## config.mk

```make
export PLATFORM = sky130hd
export DESIGN_NAME = fmul_seq
export DESIGN_NICKNAME = d
export VERILOG_FILES = /design/src/rtl/fmul_pkg.sv /design/src/rtl/fmul_seq_fifo.sv /design/src/rtl/fmul_seq.sv
export SDC_FILE = /design/constraint.sdc
export NUM_CORES = 1
export LEC_CHECK = 0
export BUFFER_PORTS_ARGS = -buffer_cell sky130_fd_sc_hd__buf_4
export CORE_ASPECT_RATIO = 1.4
export CORE_MARGIN = 2
export CORE_UTILIZATION = 61
export CTS_CLUSTER_DIAMETER = 60
export CTS_CLUSTER_SIZE = 30
export DETAILED_ROUTE_END_ITERATION = 16
export PLACE_DENSITY = 0.85
export SKIP_CTS_REPAIR_TIMING = 1
export SLEW_MARGIN = 20
export SYNTH_ARGS = -nofsm -noshare
export SYNTH_HDL_FRONTEND = slang
export SYNTH_SLANG_ARGS = --single-unit
```

## constraint.sdc

```tcl
create_clock -name clk -period 4.7 [get_ports clk]
set_input_delay 0.94 -clock clk [delete_from_list [all_inputs] [get_ports clk]]
set_output_delay 0.94 -clock clk [all_outputs]
set_load 0.01 [all_outputs]
```

## src/rtl/fmul_pkg.sv

```systemverilog
// Shared definitions for the fmul issue/retire sequencer: FSM states,
// IEEE exception flag bit positions and the default multiplier latency.
package fmul_pkg;

  typedef enum logic [1:0] {
    ST_IDLE  = 2'd0,
    ST_ISSUE = 2'd1,
    ST_WAIT  = 2'd2,
    ST_CAPT  = 2'd3
  } fmul_state_t;

  localparam int FLAG_W      = 5;
  localparam int FLAG_NV     = 4;
  localparam int FLAG_OF     = 2;
  localparam int FLAG_UF     = 1;
  localparam int FLAG_NX     = 0;
  localparam int LAT_DEFAULT = 5;

endpackage

```

## src/rtl/fmul_seq_fifo.sv

```systemverilog
// Synchronous operand FIFO; storage is not reset, only pointers and count.
// A push while full is dropped even if a pop happens in the same cycle.
module fmul_seq_fifo #(
  parameter int DEPTH = 4,
  parameter int WIDTH = 68
) (
  input  logic                     clk,
  input  logic                     reset,
  input  logic                     push,
  input  logic [WIDTH-1:0]         wdata,
  input  logic                     pop,
  output logic [WIDTH-1:0]         rdata,
  output logic [$clog2(DEPTH):0]   count
);

  localparam int AW = $clog2(DEPTH);

  logic [WIDTH-1:0] mem [DEPTH];
  logic [AW-1:0]    wr_ptr;
  logic [AW-1:0]    rd_ptr;
  logic             push_ok;
  logic             pop_ok;

  assign push_ok = push && (count != (AW+1)'(DEPTH));
  assign pop_ok  = pop && (count != '0);
  assign rdata   = mem[rd_ptr];

  always_ff @(posedge clk) begin
    if (push_ok) mem[wr_ptr] <= wdata;
  end

  // Pointers wrap naturally because DEPTH is a power of two
  always_ff @(posedge clk) begin
    if (!reset) begin
      wr_ptr <= '0;
      rd_ptr <= '0;
      count  <= '0;
    end else begin
      if (push_ok) wr_ptr <= wr_ptr + 1'b1;
      if (pop_ok)  rd_ptr <= rd_ptr + 1'b1;
      case ({push_ok, pop_ok})
        2'b10:   count <= count + 1'b1;
        2'b01:   count <= count - 1'b1;
        default: count <= count;
      endcase
    end
  end

endmodule

```

## src/rtl/fmul_seq.sv

```systemverilog
// Issue/retire sequencer around the iterative multiplier: buffers operands,
// issues one-cycle requests, captures results into a valid/ready register.
module fmul_seq
  import fmul_pkg::*;
#(
  parameter int DEPTH = 4,
  parameter int TAGW  = 4,
  parameter int LAT   = LAT_DEFAULT
) (
  input  logic              clk,
  input  logic              reset,
  input  logic              in_valid,
  output logic              in_ready,
  input  logic [31:0]       in_x,
  input  logic [31:0]       in_y,
  input  logic [TAGW-1:0]   in_tag,
  output logic              mul_req,
  output logic [31:0]       mul_x,
  output logic [31:0]       mul_y,
  input  logic [31:0]       mul_rslt,
  input  logic [FLAG_W-1:0] mul_flag,
  output logic              out_valid,
  input  logic              out_ready,
  output logic [31:0]       out_rslt,
  output logic [FLAG_W-1:0] out_flag,
  output logic [TAGW-1:0]   out_tag,
  output logic [FLAG_W-1:0] fflags,
  input  logic              fflags_clr,
  output logic              busy
);

  localparam int CNT_W = (LAT > 1) ? $clog2(LAT) : 1;
  localparam int ENT_W = 64 + TAGW;

  fmul_state_t              state;
  fmul_state_t              state_nxt;
  logic [CNT_W-1:0]         cnt;
  logic [TAGW-1:0]          tag_q;
  logic [ENT_W-1:0]         fifo_rdata;
  logic [$clog2(DEPTH):0]   fifo_count;
  logic                     fifo_empty;
  logic                     push;
  logic                     pop;
  logic                     slot_free;
  logic                     capture;

  assign in_ready   = (fifo_count != ($clog2(DEPTH)+1)'(DEPTH));
  assign fifo_empty = (fifo_count == '0);
  assign push       = in_valid && in_ready;
  assign slot_free  = !out_valid || out_ready;
  assign capture    = (state == ST_CAPT) && slot_free;
  assign busy       = (state != ST_IDLE) || !fifo_empty;

  fmul_seq_fifo #(
    .DEPTH (DEPTH),
    .WIDTH (ENT_W)
  ) u_fifo (
    .clk   (clk),
    .reset (reset),
    .push  (push),
    .wdata ({in_x, in_y, in_tag}),
    .pop   (pop),
    .rdata (fifo_rdata),
    .count (fifo_count)
  );

  always_comb begin
    state_nxt = state;
    pop       = 1'b0;
    case (state)
      ST_IDLE: begin
        if (!fifo_empty) begin
          pop       = 1'b1;
          state_nxt = ST_ISSUE;
        end
      end
      ST_ISSUE: state_nxt = ST_WAIT;
      ST_WAIT: begin
        if (cnt == CNT_W'(LAT - 1)) state_nxt = ST_CAPT;
      end
      ST_CAPT: begin
        // An occupied slot parks here; fmul holds rslt until its next req
        if (slot_free) begin
          if (!fifo_empty) begin
            pop       = 1'b1;
            state_nxt = ST_ISSUE;
          end else begin
            state_nxt = ST_IDLE;
          end
        end
      end
      default: state_nxt = ST_IDLE;
    endcase
  end

  always_ff @(posedge clk) begin
    if (!reset) begin
      state     <= ST_IDLE;
      mul_req   <= 1'b0;
      mul_x     <= '0;
      mul_y     <= '0;
      tag_q     <= '0;
      cnt       <= '0;
      out_valid <= 1'b0;
      out_rslt  <= '0;
      out_flag  <= '0;
      out_tag   <= '0;
      fflags    <= '0;
    end else begin
      state   <= state_nxt;
      mul_req <= pop;
      // Operands only move on a pop, so they are stable from req to capture
      if (pop) {mul_x, mul_y, tag_q} <= fifo_rdata;
      if (state == ST_ISSUE)     cnt <= '0;
      else if (state == ST_WAIT) cnt <= cnt + 1'b1;
      if (capture) begin
        out_valid <= 1'b1;
        out_rslt  <= mul_rslt;
        out_flag  <= mul_flag;
        out_tag   <= tag_q;
      end else if (out_ready) begin
        out_valid <= 1'b0;
      end
      // A clear coinciding with a capture drops old flags but keeps the new ones
      if (capture)         fflags <= (fflags_clr ? '0 : fflags) | mul_flag;
      else if (fflags_clr) fflags <= '0;
    end
  end

endmodule
```

# Yosys cells after proc, flatten, opt, wreduce, memory -nomap -nowiden
# Memories as Yosys holds them, arrays and structs flattened. A register that Yosys moved wholly into a read port is not among the register bits.
# Cells that the tools add are included.
[totals]
out_inout_bits = 114
memories = 1
inputBits = 110
ramBits = 272
regBits = 60
elab_cells = 61
[classes]
addsub = 5
n_eq_ne = 10
n_mux = 15
reduce_logical = 17
bitwise = 2
[memory_table]
columns = ["memory", "depth", "width", "rd", "rd_ports_with_merged_regs", "wr", "line", "source"]
rows = [
  ["u_fifo.mem", 4, 68, 1, 1, 1, "fmul_seq_fifo.sv:18", "logic [WIDTH-1:0] mem [DEPTH];"],
]
[ops]
columns = ["operator", "count"]
rows = [
  ["$mux W5", 2],
  ["$pmux W2 S4", 1],
  ["$mux W1", 7],
  ["$add A3 B1 Y3 const B", 2],
  ["$eq A2 B2 Y1 const B", 3],
  ["$mux W2", 3],
  ["$ne A2 B2 Y1 const B", 3],
  ["$pmux W3 S2", 1],
  ["$reduce_bool A2 Y1", 3],
  ["$or A5 B5 Y5", 1],
  ["$add A2 B1 Y2 const B", 2],
  ["$eq A2 B1 Y1 const B", 2],
  ["$logic_and A1 B1 Y1", 4],
  ["$eq A3 B3 Y1 const B", 1],
  ["$logic_not A1 Y1", 3],
  ["$logic_not A3 Y1", 1],
  ["$ne A3 B3 Y1 const B", 1],
  ["$reduce_and A3 Y1", 1],
  ["$reduce_bool A3 Y1", 1],
  ["$sub A3 B1 Y3 const B", 1],
  ["$logic_not A2 Y1", 1],
  ["$logic_or A1 B1 Y1", 2],
  ["$pmux W1 S2", 1],
  ["$reduce_or A2 Y1", 1],
  ["$not A1 Y1", 1],
]

# Depth between registers and ports, before layout
[depth]
depth_word = 7
depth_mapped = 12
ltp_nobuf = 10

# Cells and area by module
# Synthesis repeated with hierarchy kept, for this count alone.
[hier_totals]
hier_cells = 959
area_unflattened_um2 = 14900.5
[modules_own_cells]
columns = ["mod", "instances", "cells_each", "area_per_inst_um2", "seq_area_each_um2"]
rows = [
  ["fmul_seq_fifo", 1, 406, 10306.1, 8348.0],
  ["fmul_seq", 1, 553, 4594.4, 2422.3],
]

# Least setup slack after synthesis
# Ideal clock, no wire load.
[synth_path]
path_type = "input-to-reg"
startpoint = "input out_ready"
endpoint = "register u_fifo.count[2]"
cell_stages = 10
t_arrival_ps = 2704
setup_time_ps = 70
setup_slack_ps = 1926
n_path_buf = 1
required_ps = 4630
cell_sequence = "nand2b_4 > a21oi_2 > clkbuf_1 > nor2_1 > ha_1 > inv_1 > fa_1 > xor2_1 > or3_2 > a21oi_1"
[synth_via]
elab_chain_len = 6
word_cells_on_any_way = 8
cone_classes = "eq/ne (2); mux (3); reduce/logical (3)"
[synth_rtl]
columns = ["item", "line", "source"]
rows = [
  ["start: declaration", "fmul_seq.sv:23", "input logic out_ready,"],
  ["$logic_or A1 B1 Y1 (*)", "fmul_seq.sv:50", "assign slot_free = !out_valid || out_ready;"],
  ["$mux W1 (*)", "fmul_seq.sv:83", "if (slot_free) begin"],
  ["$pmux W1 S2 (*)", "fmul_seq.sv:70", "case (state)"],
  ["$logic_and A1 B1 Y1 (*)", "fmul_seq_fifo.sv:25", "assign pop_ok = pop && (count != '0);"],
  ["net u_fifo.pop_ok", "fmul_seq_fifo.sv:22", "logic pop_ok;"],
  ["$eq A2 B1 Y1 or $eq A2 B2 Y1 (tied branches)", "fmul_seq_fifo.sv:41", "case ({push_ok, pop_ok})"],
  ["$pmux W3 S2 or $reduce_bool A2 Y1 (tied branches)", "n/a", ""],
  ["end signal: assignment", "fmul_seq_fifo.sv:42", "2'b10: count <= count + 1'b1;"],
  ["end signal: assignment", "fmul_seq_fifo.sv:43", "2'b01: count <= count - 1'b1;"],
  ["end signal: assignment", "fmul_seq_fifo.sv:44", "default: count <= count;"],
  ["end: declaration", "fmul_seq_fifo.sv:13", "output logic [$clog2(DEPTH):0] count"],
]
# Mark *: on every way through the listed nets, which the timed path passes. The rest lies on a longest branch.
# A chain may end at the register's enable or synchronous reset.

# Worst setup path after layout
[layout_path]
startpoint = "register state[1]"
endpoint = "register u_fifo.count[2]"
[layout_via]
elab_chain_len = 5
word_cells_on_any_way = 8
cone_classes = "eq/ne (3); mux (2); reduce/logical (3)"
[layout_rtl]
columns = ["item", "line", "source"]
rows = [
  ["start: declaration", "fmul_seq.sv:35", "fmul_state_t state;"],
  ["start signal: assignment", "fmul_seq.sv:110", "state <= state_nxt;"],
  ["$eq A2 B2 Y1 or $logic_not A2 Y1 (tied branches)", "fmul_seq.sv:70", ""],
  ["$pmux W1 S2 (*)", "fmul_seq.sv:70", ""],
  ["$logic_and A1 B1 Y1 (*)", "fmul_seq_fifo.sv:25", ""],
  ["net u_fifo.pop_ok", "fmul_seq_fifo.sv:22", ""],
  ["$eq A2 B1 Y1 or $eq A2 B2 Y1 (tied branches)", "fmul_seq_fifo.sv:41", ""],
  ["$pmux W3 S2 or $reduce_bool A2 Y1 (tied branches)", "n/a", ""],
]
# Marked as above.

==> run_results.csv <==
group,metric,value,unit
worst_setup_path,cp.arrival,3.60,ns
synth,synth.most_common_cell,"edfxtp_1",
synth,synth_xor_area_share,0.297,%
flow_run,drv_cap,0,
power,sequentialPowerShare,49.4,%
worst_setup_path,path_delay_family,"adder cells",
die,die_w,135,µm
worst_setup_path,critPathMaxStageDelay,0.42,ns
timing,tightest_slew,1.11,ns
synth,synthAdderAreaFrac,1.16,%
clock_network,clkSlewWorstSetupHoldPaths,0.11,ns
status,status,"finished, final reports clean",
timing,fmax,0.317,GHz
worst_setup_path,worstPathRequired,5.14,ns
global_routing,antenna_found_initial,0,
die,pin_count,224,
synth,synth-compound-area-share,6.79,%
synth,synthSimpleGateAreaFrac,5.94,%
power,power.internal,0.00642,W
timing,slew_headroom,26.1,%
power,peakVddDrop,0.000538,V
synth,synthesis.instances,953,
timing,timing.hold.ws,0.457,ns
global_routing,grt_max_degree,93,
worst_hold_path,hold_depth,2,
synth,ys_async_sr_fraction,0,%
worst_hold_path,hp-class,"flip-flop to flip-flop",
route,viasPerCell,5.91,
power,power_frac_comb,32.0,%
worst_setup_path,r2r_setup_slack,1.54,ns
synth,synth_top_area_share,55.5,%
route,wl_per_cell,20.5,µm
die,die_y,188,µm
timing,slew_violations,0,
synth,synth_common_cells,"edfxtp_1 (272), dfxtp_1 (128), a21oi_1 (120)",
synth,synth_seq_area_share,72.9,%
die,rows,67,
worst_setup_path,cpMaxStageDelayCell,"dfxtp_1",
synth,yosys.area.top_type,"edfxtp_1",
power,clockPowerShare,18.6,%
clock_network,cts_buffer_depth,3,
synth,synth_nets,1076,
clock_network,cts_root_buf,"clkbuf_16",
synth,syn_avg_cell_area,15.5,µm²
worst_setup_path,path_cells,"inv_1 -> ha_1 -> or2_2 -> buf_4 -> nor2_1 -> ha_1 -> inv_1 -> fa_1 -> xor2_1 -> or3_2 -> a21oi_1",
global_routing,grt_pass1_vias,8890,
finish,final_cells,1459,
worst_setup_path,rr_endpoint,"u_fifo.count[2]",
placed_design,place_inst,1428,
power,p_sw_share,33.2,%
clock_network,cts.sinks,400,
synth,ys_types,38,
timing,hold_viol_final,0,
finish,areaGrowthSynthToFinish,16.6,%
worst_setup_path,crit_path_start_kind,"flip-flop",
die,die-area,0.0254,mm²
worst_setup_path,worstSetupPathType,"flip-flop to flip-flop",
timing,rsz0062_at_grt,"no",
route,drc_errors,0,
synth,syn_area,0.0147,mm²
timing,skew,0.0196,ns
synth,synthMuxAreaShare,10.6,%
clock_network,cts_tree,"yes",
global_routing,grt_pass1_wl,45.9,mm
route,drt_first_pass_iters,5,
synth,synth_edf_count,272,
global_routing,grt-ovfl-total,0,
placed_design,dpl.hpwl,17.6,mm
finish,nNetsFinal,1262,
route,wl,29.9,mm
worst_setup_path,end_kind,"flip-flop",
power,powerDensity,560,mW/mm²
clock_network,htree_num_levels,1,
die,start_util,61.9,%
synth,yosysWarnings,0,
worst_setup_path,r2r_start,"state[1]",
worst_setup_path,path_max_fanout,72,
synth,synth_area_leaders,"edfxtp_1 (55%), dfxtp_1 (17%), mux4_2 (10%)",
die,coreArea,0.0238,mm²
power,p_sw,0.00319,W
route,num_vias,8626,
route,ant_nets,0,
placed_design,port_buffers,223,
worst_setup_path,crit_buf_inv,3,
placed_design,gp_congestion,0.728,
worst_setup_path,r2r_cells,11,
synth,synth_top_family_by_area,"multiplexers",
synth,synthFlopType,"edfxtp_1",
clock_network,cts_buffers,18,
worst_setup_path,startpoint,"state[1]",
timing,tns,0,ns
finish,final_area,0.0172,mm²
route,drt_iter0_markers,628,
global_routing,gr-usage-all-layers,23.3,%
worst_setup_path,crit_path_end,"u_fifo.count[2]",
placed_design,postPlaceCellArea,0.0166,mm²
finish,n_antenna_cell,0,
power,p_leak,5.89,nW
power,finalPower,0.00961,W
clock_network,insertion_delay,0.51,ns
timing,fin_crit,3.16,ns
timing,period_share,67.1,%
finish,layout-drive-gt1-share,29.9,%
synth,ys_ff_latch,400,
worst_setup_path,path_depth,11,
timing,setup_viol,0,
## logic make-up after synthesis
logic type / Yosys count
AOI/OAI and AO/OA: 196
xor gates and xnor gates: 5
adders and majority gates: 13
buffers and inverters: 79
DFF: 400
muxes: 71
and+or+nand+nor: 189
## routing by layer
| layer | GRT usage, % | up-vias | wire length [µm] |
|---|---|---|---|
| met2 | 42.3 | 329 | 15800 |
| met4 | 8.81 | 0 | 1030 |
| met1 | 27.9 | 4294 | 11000 |
| li1 | - | 3944 | - |
| met5 | 0 | - | 0 |
| met3 | 3.68 | 59 | 2100 |
## worst min-delay path by stage
stage / startpoint / to / slack, ns
after floorplan: tag_q[0] / out_tag[0] / 0.43
after global placement: tag_q[2] / out_tag[2] / 0.43
after detailed placement: tag_q[1] / out_tag[1] / 0.44
after CTS: tag_q[1] / out_tag[1] / 0.45
after global routing: tag_q[1] / out_tag[1] / 0.47
final: tag_q[1] / out_tag[1] / 0.46
## layout make-up
class / count / area, µm²
clock buffer: 22 / 487
fill: 1505 / 6630
inverter: 12 / 47.5
sequential: 400 / 10700
clock inverter: 8 / 67.6
tap: 310 / 388
timing repair buffer: 233 / 1770
multi-input combinational: 474 / 3680
## sequential cells by signal, summed over array words and instances, names as in the netlist, 2 cells and up
| register | count |
|---|---|
| u_fifo.rd_ptr | 2 |
| out_flag | 5 |
| mul_x | 32 |
| out_tag | 4 |
| u_fifo.wr_ptr | 2 |
| cnt | 3 |
| mul_y | 32 |
| tag_q | 4 |
| u_fifo.count | 3 |
| u_fifo.mem | 272 |
| state | 2 |
| out_rslt | 32 |
| fflags | 5 |
## power by group through the flow
stage          combinational, W  sequential, W  clock (W)
2_1_floorplan           0.00198        0.00476          0
3_5_place_dp            0.00307        0.00484          0
6_report                0.00308        0.00475    0.00179
4_1_cts                 0.00309        0.00476    0.00183
3_3_place_gp            0.00297        0.00480          0
5_1_grt                 0.00333        0.00481    0.00194
## tightest hold or removal path, delay by kind of cell, from the launching register on
family / cells / cell delay [ns]
flip-flops: 1 / 0.32
AO/OA/AOI/OAI: 1 / 0.05
AND/OR/NAND/NOR: 1 / 0.05
## per-stage QoR
| stage | setup WS, ns | utilization, % |
|---|---|---|
| finish | 1.54 | 72.2 |
| global route | 1.37 | 72.2 |
| CTS | 1.54 | 72.0 |
| detailed placement | 1.57 | 69.7 |
| global placement | 1.67 | 69.7 |
| floorplan | 1.93 | - |
## placed cells by master (no fill, tap or decap), drive strengths merged, types with 13 or more instances in the layout
master	count
edfxtp	272
a21oi	121
inv	13
o21ai	70
dfxtp	128
clkbuf	22
buf	233
nand3	69
nand2	88
mux4	68
(Power assumes the default switching activity.)
